## src/rtl/perf_counter_pkg.sv

```systemverilog
// Shared register map, CTRL bit positions and legal parameter bounds for perf_counter_bank.
package perf_counter_pkg;

  localparam int unsigned ADDR_W = 6;

  localparam logic [ADDR_W-1:0] REG_CTRL       = 6'h00;
  localparam logic [ADDR_W-1:0] REG_CLEAR      = 6'h01;
  localparam logic [ADDR_W-1:0] REG_OVF        = 6'h02;
  localparam logic [ADDR_W-1:0] REG_SEL_BASE   = 6'h04;
  localparam logic [ADDR_W-1:0] REG_COUNT_BASE = 6'h10;

  localparam int unsigned CTRL_EN    = 0;
  localparam int unsigned CTRL_SNAP  = 1;
  localparam int unsigned CTRL_RDSHD = 2;

  localparam int unsigned MIN_NUM_CNT    = 2;
  localparam int unsigned MAX_NUM_CNT    = 12;
  localparam int unsigned MIN_CNT_WIDTH  = 8;
  localparam int unsigned MAX_CNT_WIDTH  = 32;
  localparam int unsigned MIN_NUM_EVENTS = 2;
  localparam int unsigned MAX_NUM_EVENTS = 32;

endpackage

```

## src/rtl/perf_counter_cell.sv

```systemverilog
// One performance counter: count, event select, sticky overflow and optional shadow.
// Shadow register present only when PERFCNT_SNAPSHOT_EN is defined.
module perf_counter_cell #(
  parameter int unsigned IDX        = 0,
  parameter int unsigned CNT_WIDTH  = 32,
  parameter int unsigned NUM_EVENTS = 8,
  parameter int unsigned SEL_W      = 3
) (
  input  logic                  CLK,
  input  logic                  reset,
  input  logic [NUM_EVENTS-1:0] event_vec,
  input  logic                  en,
  input  logic                  clr,
  input  logic                  load,
  input  logic [CNT_WIDTH-1:0]  load_data,
  input  logic                  sel_we,
  input  logic [SEL_W-1:0]      sel_data,
  input  logic                  snap,
  input  logic                  ovf_clr,
  output logic [CNT_WIDTH-1:0]  count,
  output logic [SEL_W-1:0]      sel,
  output logic                  ovf,
  output logic [CNT_WIDTH-1:0]  shadow
);

  localparam logic [SEL_W-1:0] SEL_RST = SEL_W'(IDX % NUM_EVENTS);

  logic inc;
  logic wrap;

  // Cell 0 is the cycle counter and ignores its (constant-zero) select.
  assign inc  = en & ((IDX == 0) | event_vec[sel]);
  assign wrap = inc & (count == '1);

  always_ff @(posedge CLK or posedge reset) begin
    if (reset) begin
      count <= '0;
    end else if (clr) begin
      count <= '0;
    end else if (load) begin
      count <= load_data;
    end else if (inc) begin
      count <= count + CNT_WIDTH'(1);
    end
  end

  // A fresh wrap outranks a same-cycle write-1-to-clear.
  always_ff @(posedge CLK or posedge reset) begin
    if (reset) begin
      ovf <= 1'b0;
    end else if (clr) begin
      ovf <= 1'b0;
    end else if (wrap && !load) begin
      ovf <= 1'b1;
    end else if (ovf_clr) begin
      ovf <= 1'b0;
    end
  end

  always_ff @(posedge CLK or posedge reset) begin
    if (reset) begin
      sel <= SEL_RST;
    end else if (sel_we) begin
      sel <= sel_data;
    end
  end

`ifdef PERFCNT_SNAPSHOT_EN
  always_ff @(posedge CLK or posedge reset) begin
    if (reset) begin
      shadow <= '0;
    end else if (snap) begin
      shadow <= count;
    end
  end
`else
  logic unused_snap;
  assign unused_snap = snap;
  assign shadow      = '0;
`endif

endmodule

```

## src/rtl/perf_counter_bank.sv

```systemverilog
// Memory-mapped bank of performance counters with sticky overflow flags and interrupt.
// Optional atomic snapshot/shadow readback enabled by defining PERFCNT_SNAPSHOT_EN.
module perf_counter_bank
  import perf_counter_pkg::*;
#(
  parameter int unsigned NUM_CNT    = 4,
  parameter int unsigned CNT_WIDTH  = 32,
  parameter int unsigned NUM_EVENTS = 8,
  parameter int unsigned SEL_W      = $clog2(NUM_EVENTS)
) (
  input  logic                  CLK,
  input  logic                  reset,
  input  logic [NUM_EVENTS-1:0] event_vec,
  input  logic [5:0]            addr,
  input  logic                  wr_en,
  input  logic [31:0]           wr_data,
  input  logic                  rd_en,
  output logic [31:0]           rd_data,
  output logic                  ovf_irq
);

  if (NUM_CNT < MIN_NUM_CNT || NUM_CNT > MAX_NUM_CNT ||
      CNT_WIDTH < MIN_CNT_WIDTH || CNT_WIDTH > MAX_CNT_WIDTH ||
      NUM_EVENTS < MIN_NUM_EVENTS || NUM_EVENTS > MAX_NUM_EVENTS ||
      (NUM_EVENTS & (NUM_EVENTS - 1)) != 0) begin : g_param_err
    $error("perf_counter_bank: parameter out of legal range");
  end

  logic                 en_q;
  logic                 rdshd_q;
  logic                 snap;
  logic                 hit_ctrl;
  logic                 hit_clear;
  logic                 hit_ovf;
  logic [NUM_CNT-1:0]   ovf_vec;
  logic [CNT_WIDTH-1:0] count_arr  [NUM_CNT];
  logic [CNT_WIDTH-1:0] shadow_arr [NUM_CNT];
  logic [SEL_W-1:0]     sel_arr    [NUM_CNT];
  logic [31:0]          rd_mux;

  assign hit_ctrl  = (addr == REG_CTRL);
  assign hit_clear = (addr == REG_CLEAR);
  assign hit_ovf   = (addr == REG_OVF);

  // EN is registered, so a write changes counting from the following cycle.
  always_ff @(posedge CLK or posedge reset) begin
    if (reset) begin
      en_q <= 1'b1;
    end else if (wr_en && hit_ctrl) begin
      en_q <= wr_data[CTRL_EN];
    end
  end

`ifdef PERFCNT_SNAPSHOT_EN
  always_ff @(posedge CLK or posedge reset) begin
    if (reset) begin
      rdshd_q <= 1'b0;
    end else if (wr_en && hit_ctrl) begin
      rdshd_q <= wr_data[CTRL_RDSHD];
    end
  end
  assign snap = wr_en & hit_ctrl & wr_data[CTRL_SNAP];
`else
  assign rdshd_q = 1'b0;
  assign snap    = 1'b0;
`endif

  for (genvar i = 0; i < NUM_CNT; i++) begin : g_cnt
    logic clr_i;
    logic load_i;
    logic sel_we_i;
    logic ovf_clr_i;

    assign clr_i     = wr_en & hit_clear & wr_data[i];
    assign load_i    = wr_en & (addr == REG_COUNT_BASE + 6'(i));
    assign sel_we_i  = wr_en & (i != 0) & (addr == REG_SEL_BASE + 6'(i));
    assign ovf_clr_i = wr_en & hit_ovf & wr_data[i];

    perf_counter_cell #(
      .IDX        (i),
      .CNT_WIDTH  (CNT_WIDTH),
      .NUM_EVENTS (NUM_EVENTS),
      .SEL_W      (SEL_W)
    ) u_cell (
      .CLK       (CLK),
      .reset     (reset),
      .event_vec (event_vec),
      .en        (en_q),
      .clr       (clr_i),
      .load      (load_i),
      .load_data (wr_data[CNT_WIDTH-1:0]),
      .sel_we    (sel_we_i),
      .sel_data  (wr_data[SEL_W-1:0]),
      .snap      (snap),
      .ovf_clr   (ovf_clr_i),
      .count     (count_arr[i]),
      .sel       (sel_arr[i]),
      .ovf       (ovf_vec[i]),
      .shadow    (shadow_arr[i])
    );
  end

  // Mux reads pre-edge state, so a same-cycle write is not visible to the read.
  always_comb begin
    rd_mux = '0;
    if (hit_ctrl) begin
      rd_mux[CTRL_EN]    = en_q;
      rd_mux[CTRL_RDSHD] = rdshd_q;
    end
    if (hit_ovf) begin
      rd_mux[NUM_CNT-1:0] = ovf_vec;
    end
    for (int unsigned i = 0; i < NUM_CNT; i++) begin
      if (addr == REG_SEL_BASE + 6'(i)) begin
        rd_mux[SEL_W-1:0] = sel_arr[i];
      end
      if (addr == REG_COUNT_BASE + 6'(i)) begin
        rd_mux[CNT_WIDTH-1:0] = rdshd_q ? shadow_arr[i] : count_arr[i];
      end
    end
  end

  always_ff @(posedge CLK or posedge reset) begin
    if (reset) begin
      rd_data <= '0;
      ovf_irq <= 1'b0;
    end else begin
      if (rd_en) begin
        rd_data <= rd_mux;
      end
      ovf_irq <= |ovf_vec;
    end
  end

endmodule

```

## config.mk

```make
export PLATFORM = sky130hd
export DESIGN_NAME = perf_counter_bank
export DESIGN_NICKNAME = d
export VERILOG_FILES = /design/src/rtl/perf_counter_pkg.sv /design/src/rtl/perf_counter_cell.sv /design/src/rtl/perf_counter_bank.sv
export SDC_FILE = /design/constraint.sdc
export NUM_CORES = 1
export LEC_CHECK = 0
export CAP_MARGIN = 25
export CORE_MARGIN = 5
export CORE_UTILIZATION = 23
export DETAILED_ROUTE_END_ITERATION = 12
export PLACE_DENSITY_LB_ADDON = 0.25
export SYNTH_ARGS = -nofsm -noshare
export SYNTH_HDL_FRONTEND = slang
export SYNTH_HIERARCHICAL = 1
export SYNTH_SLANG_ARGS = --single-unit
```

## constraint.sdc

```tcl
create_clock -name CLK -period 6 [get_ports CLK]
set_clock_uncertainty 0.05 [all_clocks]
set_input_delay 1.5 -clock CLK [delete_from_list [all_inputs] [get_ports CLK]]
set_output_delay 1.5 -clock CLK [all_outputs]
set_load 0.005 [all_outputs]
```

==> summary.md, run 1 <==
| Metric | Value |
|---|---|
| TritonCTS clock tree | done |
| Share of post-route cells with drive strength above 1 | 10.2% |
| Die ar. | 55400 um^2 |
| Pins Over Slew Limit | 0 |
| Worst slew margin | between 30% and 40% |
| CTS HTree Levels | 4 |
| CP endpoint kind | register |
| Max cap viols | 0 |
| Worst-case hold slack | between 400 and 500 ps |
| Setup bufs post-CTS | 0 |
| Top sig layer | met4 |
| Post-CTS Resized | 0 |
| Clock sink count | 178 |
| Via/cell ratio | 5.46 |
| CTS max path bufs | 2 |
| Via count | about 11000 |
| Minimum clock period | approximately 4400 ps |
| Final Cycle Share | about 73% |
| Min-Delay Path Depth | 1 |
| Area grow syn2layout | 18.3% |
| Syn Inst Count | approximately 1300 |
| Most frequent cells in the layout | 173 x dfrtp_1, 142 x nor2_1, 79 x clkdlybuf4s50_1 |
| Syn Area/Cell | 9.18 um^2 |
| Die X | 235 um |
| GPL Wtd Cong | about 0.93 |
| Routed wire length | roughly 45000 um |
| Max Freq | 228 MHz |
| Clock Latency Late Sink | 460 ps |
| Final setup viols | 0 |
| Flop-to-flop setup slack | 3110 ps |
| Hold bufs inserted after CTS | 0 |
| Endpoints failing hold | 0 |
| WL met3 | 2650 um |
| Worst EP required | 6270 ps |
| Mapped Area | between 10000 and 15000 um^2 |
| Cts bufs inserted | 17 |
| GRT overflow | 0 |
| DRT Pass-1 Iters | 5 |
| Post-DRT Antenna Nets | 0 |
| TNS Setup | 0 ps |
| Actual slew at the worst max-slew pin | between 1000 and 1500 ps |
| PortBufs | 82 |
| Power Total | 3.98 mW |
| Reg2Reg Depth | 6 |
| Vias in the first global route | ~11000 |
| CP max FO | 27 |
| Reg-to-Reg Start | en_q |
| CP cell instances | clkdlybuf4s50_1, nor4b_4, and3_1, inv_1, buf_4, nor2_1, a211oi_1 |
| RSZ-0062 raised after global routing | no |
| Worst setup SP type | primary input |
| Leak pwr | 4.88 nW |
| Slowest cell on the critical path | and3_1 |
| Min-Delay Path Class | register to register |
| Metal-1 WL | ~21000 um |
| Yosys warns | 6 |
| DPL Wire Length | 33700 um |
| GRT Overall Usage | between 15 and 20% |
| CTS root buf | clkbuf_16 |
| CORE AREA | between 50000 and 60000 um^2 |
| CP max stage delay | around 770 ps |
| Core Util, Final | 27.6% |
| FP Rows | between 80 and 90 |
| Post-layout nets | between 1000 and 1500 |
| Worst-path clk slew | roughly 70 ps |
| Largest net degree at the start of global routing | 48 |
| # DRC | 0 |
| Wire per inst | ~22 um |
| Die H | 235 um |
| Global-route wire length before repair | between 60000 and 70000 um |
| Initial antenna violation count | 0 |
| Critical Path AT | roughly 4700 ps |
| Hold EP | g_cnt[0].u_cell/sel[2] |
| Critical path class | primary input to register |
| Commonest non-fill, non-tap cell in the layout | dfrtp_1 |
| I/O pin count | 83 |
| Met2 wire length | approximately 20000 um |
| Worst R2R End | g_cnt[1].u_cell/ovf |
| Antenna diodes | 0 |
| Power per standard cell area | ~290 nW/um^2 |
| Run status | finished clean |
| HP Start | g_cnt[0].u_cell/sel[2] |
| Initial Util | about a quarter |
| Peak VDD IR | 0.179 mV |
| DR iter-0 viols | approximately 1100 |
==> worst max-delay path, delay by kind of cell <==
family / cells / cell delay (ps)
buffers and inverters: 3 / 1540
AO/OA/AOI/OAI: 1 / 80
AND/OR/NAND/NOR: 3 / 1480
==> worst max path at each step <==
stage	start	endpoint
after floorplan	addr[2]	g_cnt[0].u_cell/count[13]
after global routing	addr[4]	g_cnt[0].u_cell/count[21]
after global placement	addr[4]	g_cnt[0].u_cell/count[21]
after detailed placement	addr[4]	g_cnt[0].u_cell/count[21]
after CTS	addr[4]	g_cnt[0].u_cell/count[9]
final	addr[4]	g_cnt[0].u_cell/count[9]
==> where the power goes <==
group	switching, mW	internal (mW)
registers	0.454	1.43
logic	0.507	0.457
clock network	0.547	0.583
total	1.51	2.47
==> final cells by class <==
type                       count  area, um^2
clock buffer                  21         480
clock inverter                11        90.1
fill                        5281       36300
inverter                      64         240
multi-input combinational    952        6650
sequential                   178        4460
tap                          672         841
timing repair buffer         115        1070
==> per-stage QoR <==
| step | area (um^2) | std cells | worst slack (ps) |
|---|---|---|---|
| after floorplan | 11700 | 1274 | 2230 |
| after global placement | 13300 | 1981 | 1310 |
| after detailed placement | 13300 | 1981 | 1200 |
| after CTS | 13800 | 2013 | 1700 |
| after global routing | 13800 | 2013 | 1490 |
| final | 13800 | 2013 | 1620 |
==> per-layer routing <==
layer / track usage, % / vias to the layer above
met5: 0 / -
li1: - / 5003
met4: 5.65 / 0
met3: 1.94 / 62
met1: 22.5 / 5505
met2: 24.7 / 423
==> flip-flops by register name (all words and copies together), names as in the netlist <==
signal / cells
g_cnt.u_cell/count: 128
en_q: 1
g_cnt.u_cell/ovf: 4
rd_data: 32
ovf_irq: 1
g_cnt.u_cell/sel: 12
Power figures use the tool's default switching activity.
==> run 2, diff against run 1 <==
Clock period 6 ns to 3.95 ns, I/O delays scaled along.
==> run 2 against run 1 <==
Compared with the run above:
- combinational power increased by 54%
- first-iteration DRC count up 2.9%
- die area is the same
- non-clock buffer count increased by 21
- sequential cell count unchanged
- critical path depth is 2 higher
- via count up 0.46%
- clock power grew 58%
- power is 54% higher
- cell area increased by 1.6%
- sequential power grew 52%
- critical path type unchanged
- largest power group unchanged
==> summary.md, run 2 (synthesized netlist as in run 1, its figures left out) <==
| Metric | Value |
|---|---|
| Worst path most repeated cell | buf_4 |
| Antenna diodes | 0 (unchanged) |
| GRT Overall Usage | 15.8% (about the same) |
| Worst slew margin | 49.7% (was 32.9%) |
| Commonest non-fill, non-tap cell in the layout | dfrtp_1 (unchanged) |
| Critical path class | primary input to register (unchanged) |
| Post-DRT Antenna Nets | 0 (unchanged) |
| Power Internal | 3.84 mW (was 2.47 mW) |
| Post-CTS Resized | 0 (unchanged) |
| CORE AREA | 50200 um^2 (unchanged) |
| Worst EP required | 4230 ps (was 6270 ps) |
| Psw | 2.29 mW (was 1.51 mW) |
| Critical Path AT | 3630 ps (was 4650 ps) |
| Clock Latency Late Sink | 450 ps (was 460 ps) |
| Peak VDD IR | 0.235 mV (was 0.179 mV) |
| Largest register FFs | 128 (unchanged) |
| Buf/Inv on CP | 4 (was 3) |
| Via count | 11000 (about the same) |
| Top Family by Delay on Critical Path | simple AND/OR/NAND/NOR gates (was buffers and inverters) |
| DPL Wire Length | 34300 um (was 33700 um) |
| Via/cell ratio | 5.43 (was 5.46) |
| Area grow syn2layout | 20.2% (was 18.3%) |
| CTS root buf | clkbuf_16 (unchanged) |
| TNS Setup | 0 ps (unchanged) |
| RSZ-0062 raised after global routing | no (unchanged) |
| Routed wire length | 44900 um (was 45000 um) |
| Final Cycle Share | a little over four fifths |
| Biggest register | g_cnt.u_cell/count (unchanged) |
| Initial Util | 23.3% (unchanged) |
| I/O pin count | 83 (unchanged) |
| Initial antenna violation count | 0 (unchanged) |
| Top flop regs | g_cnt.u_cell/count (128), rd_data (32), g_cnt.u_cell/sel (12) (unchanged) |
| Power per standard cell area | 436 nW/um^2 (was 288 nW/um^2) |
| DR iter-0 viols | 1131 (was 1099) |
| # DRC | 0 (unchanged) |
| CP max stage delay | 650 ps (was 770 ps) |
| Setup bufs post-CTS | 0 (unchanged) |
| Vias in the first global route | 10400 (was 10600) |
| Post-layout nets | 1403 (was 1382) |
| Pins Over Slew Limit | 0 (unchanged) |
| Slowest cell on the critical path | or4b_1 (was and3_1) |
| Placed Instance Area | 13400 um^2 (was 13300 um^2) |
| FP Rows | 82 (unchanged) |
| TritonCTS clock tree | done (unchanged) |
| CP endpoint kind | register (unchanged) |
| Most frequent cells in the layout | 173 x dfrtp_1, 142 x nor2_1, 79 x clkdlybuf4s50_1 (unchanged) |
| Clock sink count | 178 (unchanged) |
| Max Freq | roughly 300 MHz |
| Share of post-route cells with drive strength above 1 | 11.5% (was 10.2%) |
| Clk pwr share | 29.2% (was 28.4%) |
| CP max FO | 12 (was 27) |
| Min-Delay Path Class | register to register (unchanged) |
| Post-route cell area | 14000 um^2 (was 13800 um^2) |
| Global-route wire length before repair | 68000 um (was 68200 um) |
| Flop-to-flop setup slack | 1180 ps (was 3110 ps) |
| GPL Wtd Cong | 0.925 (was 0.929) |
| Minimum clock period | about 3400 ps |
| Wire per inst | 22.1 um (was 22.3 um) |
| CP cell instances | clkdlybuf4s50_1, buf_4, or4b_1, or2_1, nor2_1, buf_4, buf_4, nor2_1, a311o_1 (was clkdlybuf4s50_1, nor4b_4, and3_1, inv_1, buf_4, nor2_1, a211oi_1) |
| Leak pwr | 5.00 nW (was 4.88 nW) |
| Net Sw Frac | 37.3% (was 38.0%) |
| Reg power frac | 46.6% (was 47.3%) |
| Actual slew at the worst max-slew pin | 748 ps (was 1010 ps) |
| Die H | 235 um (unchanged) |
| Die ar. | 55400 um^2 (unchanged) |
| Final setup viols | 0 (unchanged) |
| Run status | finished clean (unchanged) |
| GRT overflow | 0 (unchanged) |
| DRT Pass-1 Iters | 5 (unchanged) |
| Worst-path clk slew | 70 ps (about the same) |
| CTS HTree Levels | 4 (unchanged) |
| Hold bufs inserted after CTS | 0 (unchanged) |
| Comb power frac | 24.2% (was 24.3%) |
| Worst setup SP type | primary input (unchanged) |
| Endpoints failing hold | 0 (unchanged) |
| Largest net degree at the start of global routing | 55 (was 48) |
| PortBufs | 82 (unchanged) |
| CTS max path bufs | 2 (unchanged) |
| Max cap viols | 0 (unchanged) |
| Cts bufs inserted | 17 (unchanged) |
| Die X | 235 um (unchanged) |
-- run 2: cell types whose count changed in the layout (fill, tap and decap cells not counted), moves of 2 or more --
cell | previous run | this run
buf_12 | 1 | 4
buf_4 | 32 | 50
bufinv_16 | 0 | 2
clkbuf_8 | 4 | 1
clkinv_4 | 3 | 5
-- run 2: cell type report --
type | instances | area (um^2)
clock buffers | 19 | 443
flip-flops and latches | 178 | 4460
clock inverters | 13 | 151
well taps | 672 | 841
inverters | 64 | 240
fillers | 5301 | 36100
repair buffers | 136 | 1260
multi-input cells | 952 | 6650
-- run 2: final timing paths --
| check | start | endpoint | cells after the start |
|---|---|---|---|
| setup / recovery | addr[5] | g_cnt[2].u_cell/count[30] | 9 |
| hold / removal | rd_data[14] | rd_data[14] | 2 |
| setup reg to reg | en_q | g_cnt[0].u_cell/count[30] | 5 |
| hold reg to reg | rd_data[14] | rd_data[14] | 2 |
| max in group asynchronous | reset | rd_data[27] | 3 |
| min in group asynchronous | reset | g_cnt[3].u_cell/sel[2] | 2 |
-- run 2: per-stage QoR --
| stage | util [%] | power, mW | cells | setup WS, ps | hold WS (ps) |
|---|---|---|---|---|---|
| 2_1_floorplan | - | 3.63 | 1274 | 691 | 408 |
| 3_3_place_gp | 26.8 | 4.33 | 2002 | 208 | 456 |
| 3_5_place_dp | 26.8 | 4.34 | 2002 | 166 | 453 |
| 4_1_cts | 28.0 | 6.15 | 2034 | 643 | 476 |
| 5_1_grt | 28.0 | 6.45 | 2034 | 467 | 493 |
| 6_report | 28.0 | 6.13 | 2034 | 597 | 471 |
-- run 2: worst min-delay path, stage by stage, from the launching register on --
cell and delay (ps):
dfrtp_1 380, inv_1 50, o21ai_0 60
-- run 2: power groups by stage --
stage / Sequential [mW] / Clock (mW) / Combinational (mW)
6_report: 2.85 / 1.79 / 1.48
2_1_floorplan: 2.55 / 0 / 1.08
3_5_place_dp: 2.87 / 0 / 1.47
3_3_place_gp: 2.87 / 0 / 1.46
5_1_grt: 2.91 / 1.91 / 1.63
4_1_cts: 2.83 / 1.84 / 1.48
-- run 2: routing by layer --
| layer | track usage [%] | wire length, um | vias up |
|---|---|---|---|
| met1 | 22.8 | 20600 | 5492 |
| li1 | - | - | 5053 |
| met2 | 24.2 | 20100 | 454 |
| met3 | 2.91 | 3120 | 45 |
| met4 | 4.50 | 1060 | 0 |
| met5 | 0 | 0 | - |
==> RTL edit (flow settings as in run 2) <==
Register the output `rd_data` once more, with the module's reset; this adds one clock of latency there. The other outputs are not delayed to match.
--- a/src/rtl/perf_counter_bank.sv
+++ b/src/rtl/perf_counter_bank.sv
@@ -18,6 +18,8 @@
   output logic [31:0]           rd_data,
   output logic                  ovf_irq
 );
+
+  logic [31:0] rd_data_s0;
 
   if (NUM_CNT < MIN_NUM_CNT || NUM_CNT > MAX_NUM_CNT ||
       CNT_WIDTH < MIN_CNT_WIDTH || CNT_WIDTH > MAX_CNT_WIDTH ||
@@ -122,15 +124,23 @@
 
   always_ff @(posedge CLK or posedge reset) begin
     if (reset) begin
-      rd_data <= '0;
+      rd_data_s0 <= '0;
       ovf_irq <= 1'b0;
     end else begin
       if (rd_en) begin
-        rd_data <= rd_mux;
+        rd_data_s0 <= rd_mux;
       end
       ovf_irq <= |ovf_vec;
     end
   end
 
+  always_ff @(posedge CLK or posedge reset) begin
+    if (reset) begin
+      rd_data <= '0;
+    end else begin
+      rd_data <= rd_data_s0;
+    end
+  end
+
 endmodule
 
Function: changed (a bounded check fails within 4 cycles, from zero or initial values and one cycle with reset high).
==> RTL edit against run 2 <==
Sequential cell count grew 32. Setup slack gained 62 ps. Wire length grew 4.8%. Register-to-register slack lost 50 ps. Synthesized cell count grew 3.1%. Power grew 19%. Synthesized area grew 7.3%. Final area grew 8.7%. Worst hold slack lost 150 ps. Critical path type unchanged. Critical endpoint is now g_cnt[0].u_cell/count[29]$_DFFE_PP0P_. Largest power group unchanged. Highest routed layer unchanged.
==> RTL edit: results <==
set metrics [dict create \
    place_congestion 0.921 \
    cpMaxStageDelayCell "or4_1" \
    wl_per_cell_um 22.3 \
    r2r-end "g_cnt[1].u_cell/ovf$_DFFE_PP0P_" \
    p_comb_mw 1.53 \
    vias 11408 \
    grt_antenna_before_repair 1 \
    max-slew-margin-rel 0.381 \
    min_path_cells 0 \
    grt_pass1_wl_um 71400 \
    min_delay_worst_endpoint "rd_data[13]$_DFF_PP0_" \
    reg2reg_slack_ps 1130 \
    hpwl_um 35600 \
    outcome "finished clean" \
    drive_gt1_frac 0.126 \
    track_usage 0.154 \
    dr.first_iter.drc_count 972 \
    holdCritStartpoint "rd_data_s0[13]$_DFFE_PP0P_" \
    holdWs_ps 320 \
    nets 1450 \
    dp_slack_ps 132 \
    cp.arrival_ps 3660 \
    clockBufferDepth 3 \
    grt_max_degree 37 \
    sw_frac_of_total 0.345 \
    cellPowerDensity_nw_per_um2 478 \
    clkLatencyLatePin_ps 550 \
]
-- RTL edit: routing by layer --
| layer | global-route usage | vias up | share of wire |
|---|---|---|---|
| met5 | 0 | - | 0 |
| met4 | 0.0461 | 0 | 0.027 |
| met3 | 0.0253 | 79 | 0.063 |
| met2 | 0.241 | 454 | 0.45 |
| met1 | 0.218 | 5690 | 0.46 |
| li1 | - | 5185 | - |
-- RTL edit: how the worst max path moves through the flow --
stage	startpoint	cells past startpoint	end	slack, ps
final	addr[4]	7	g_cnt[0].u_cell/count[29]$_DFFE_PP0P_	660
after global routing	addr[4]	9	g_cnt[0].u_cell/count[26]$_DFFE_PP0P_	490
after CTS	addr[4]	9	g_cnt[0].u_cell/count[26]$_DFFE_PP0P_	730
after detailed placement	addr[4]	7	g_cnt[0].u_cell/count[29]$_DFFE_PP0P_	130
after global placement	addr[4]	7	g_cnt[0].u_cell/count[29]$_DFFE_PP0P_	210
after floorplan	addr[3]	9	g_cnt[0].u_cell/count[13]$_DFFE_PP0P_	510
-- RTL edit: per-stage QoR --
step	instances	instance area, sq um
6_report	2112	15300
5_1_grt	2112	15300
4_1_cts	2112	15300
3_5_place_dp	2063	14400
3_3_place_gp	2063	14400
2_1_floorplan	1313	12500
-- RTL edit: cell type report --
| class | count | area (sq um) |
|---|---|---|
| Clock inverter | 19 | 211 |
| Multi-Input combinational cell | 954 | 6680 |
| Timing Repair Buffer | 139 | 1310 |
| Tap cell | 696 | 871 |
| Inverter | 64 | 240 |
| Sequential cell | 210 | 5260 |
| Fill cell | 5585 | 38700 |
| Clock buffer | 30 | 697 |
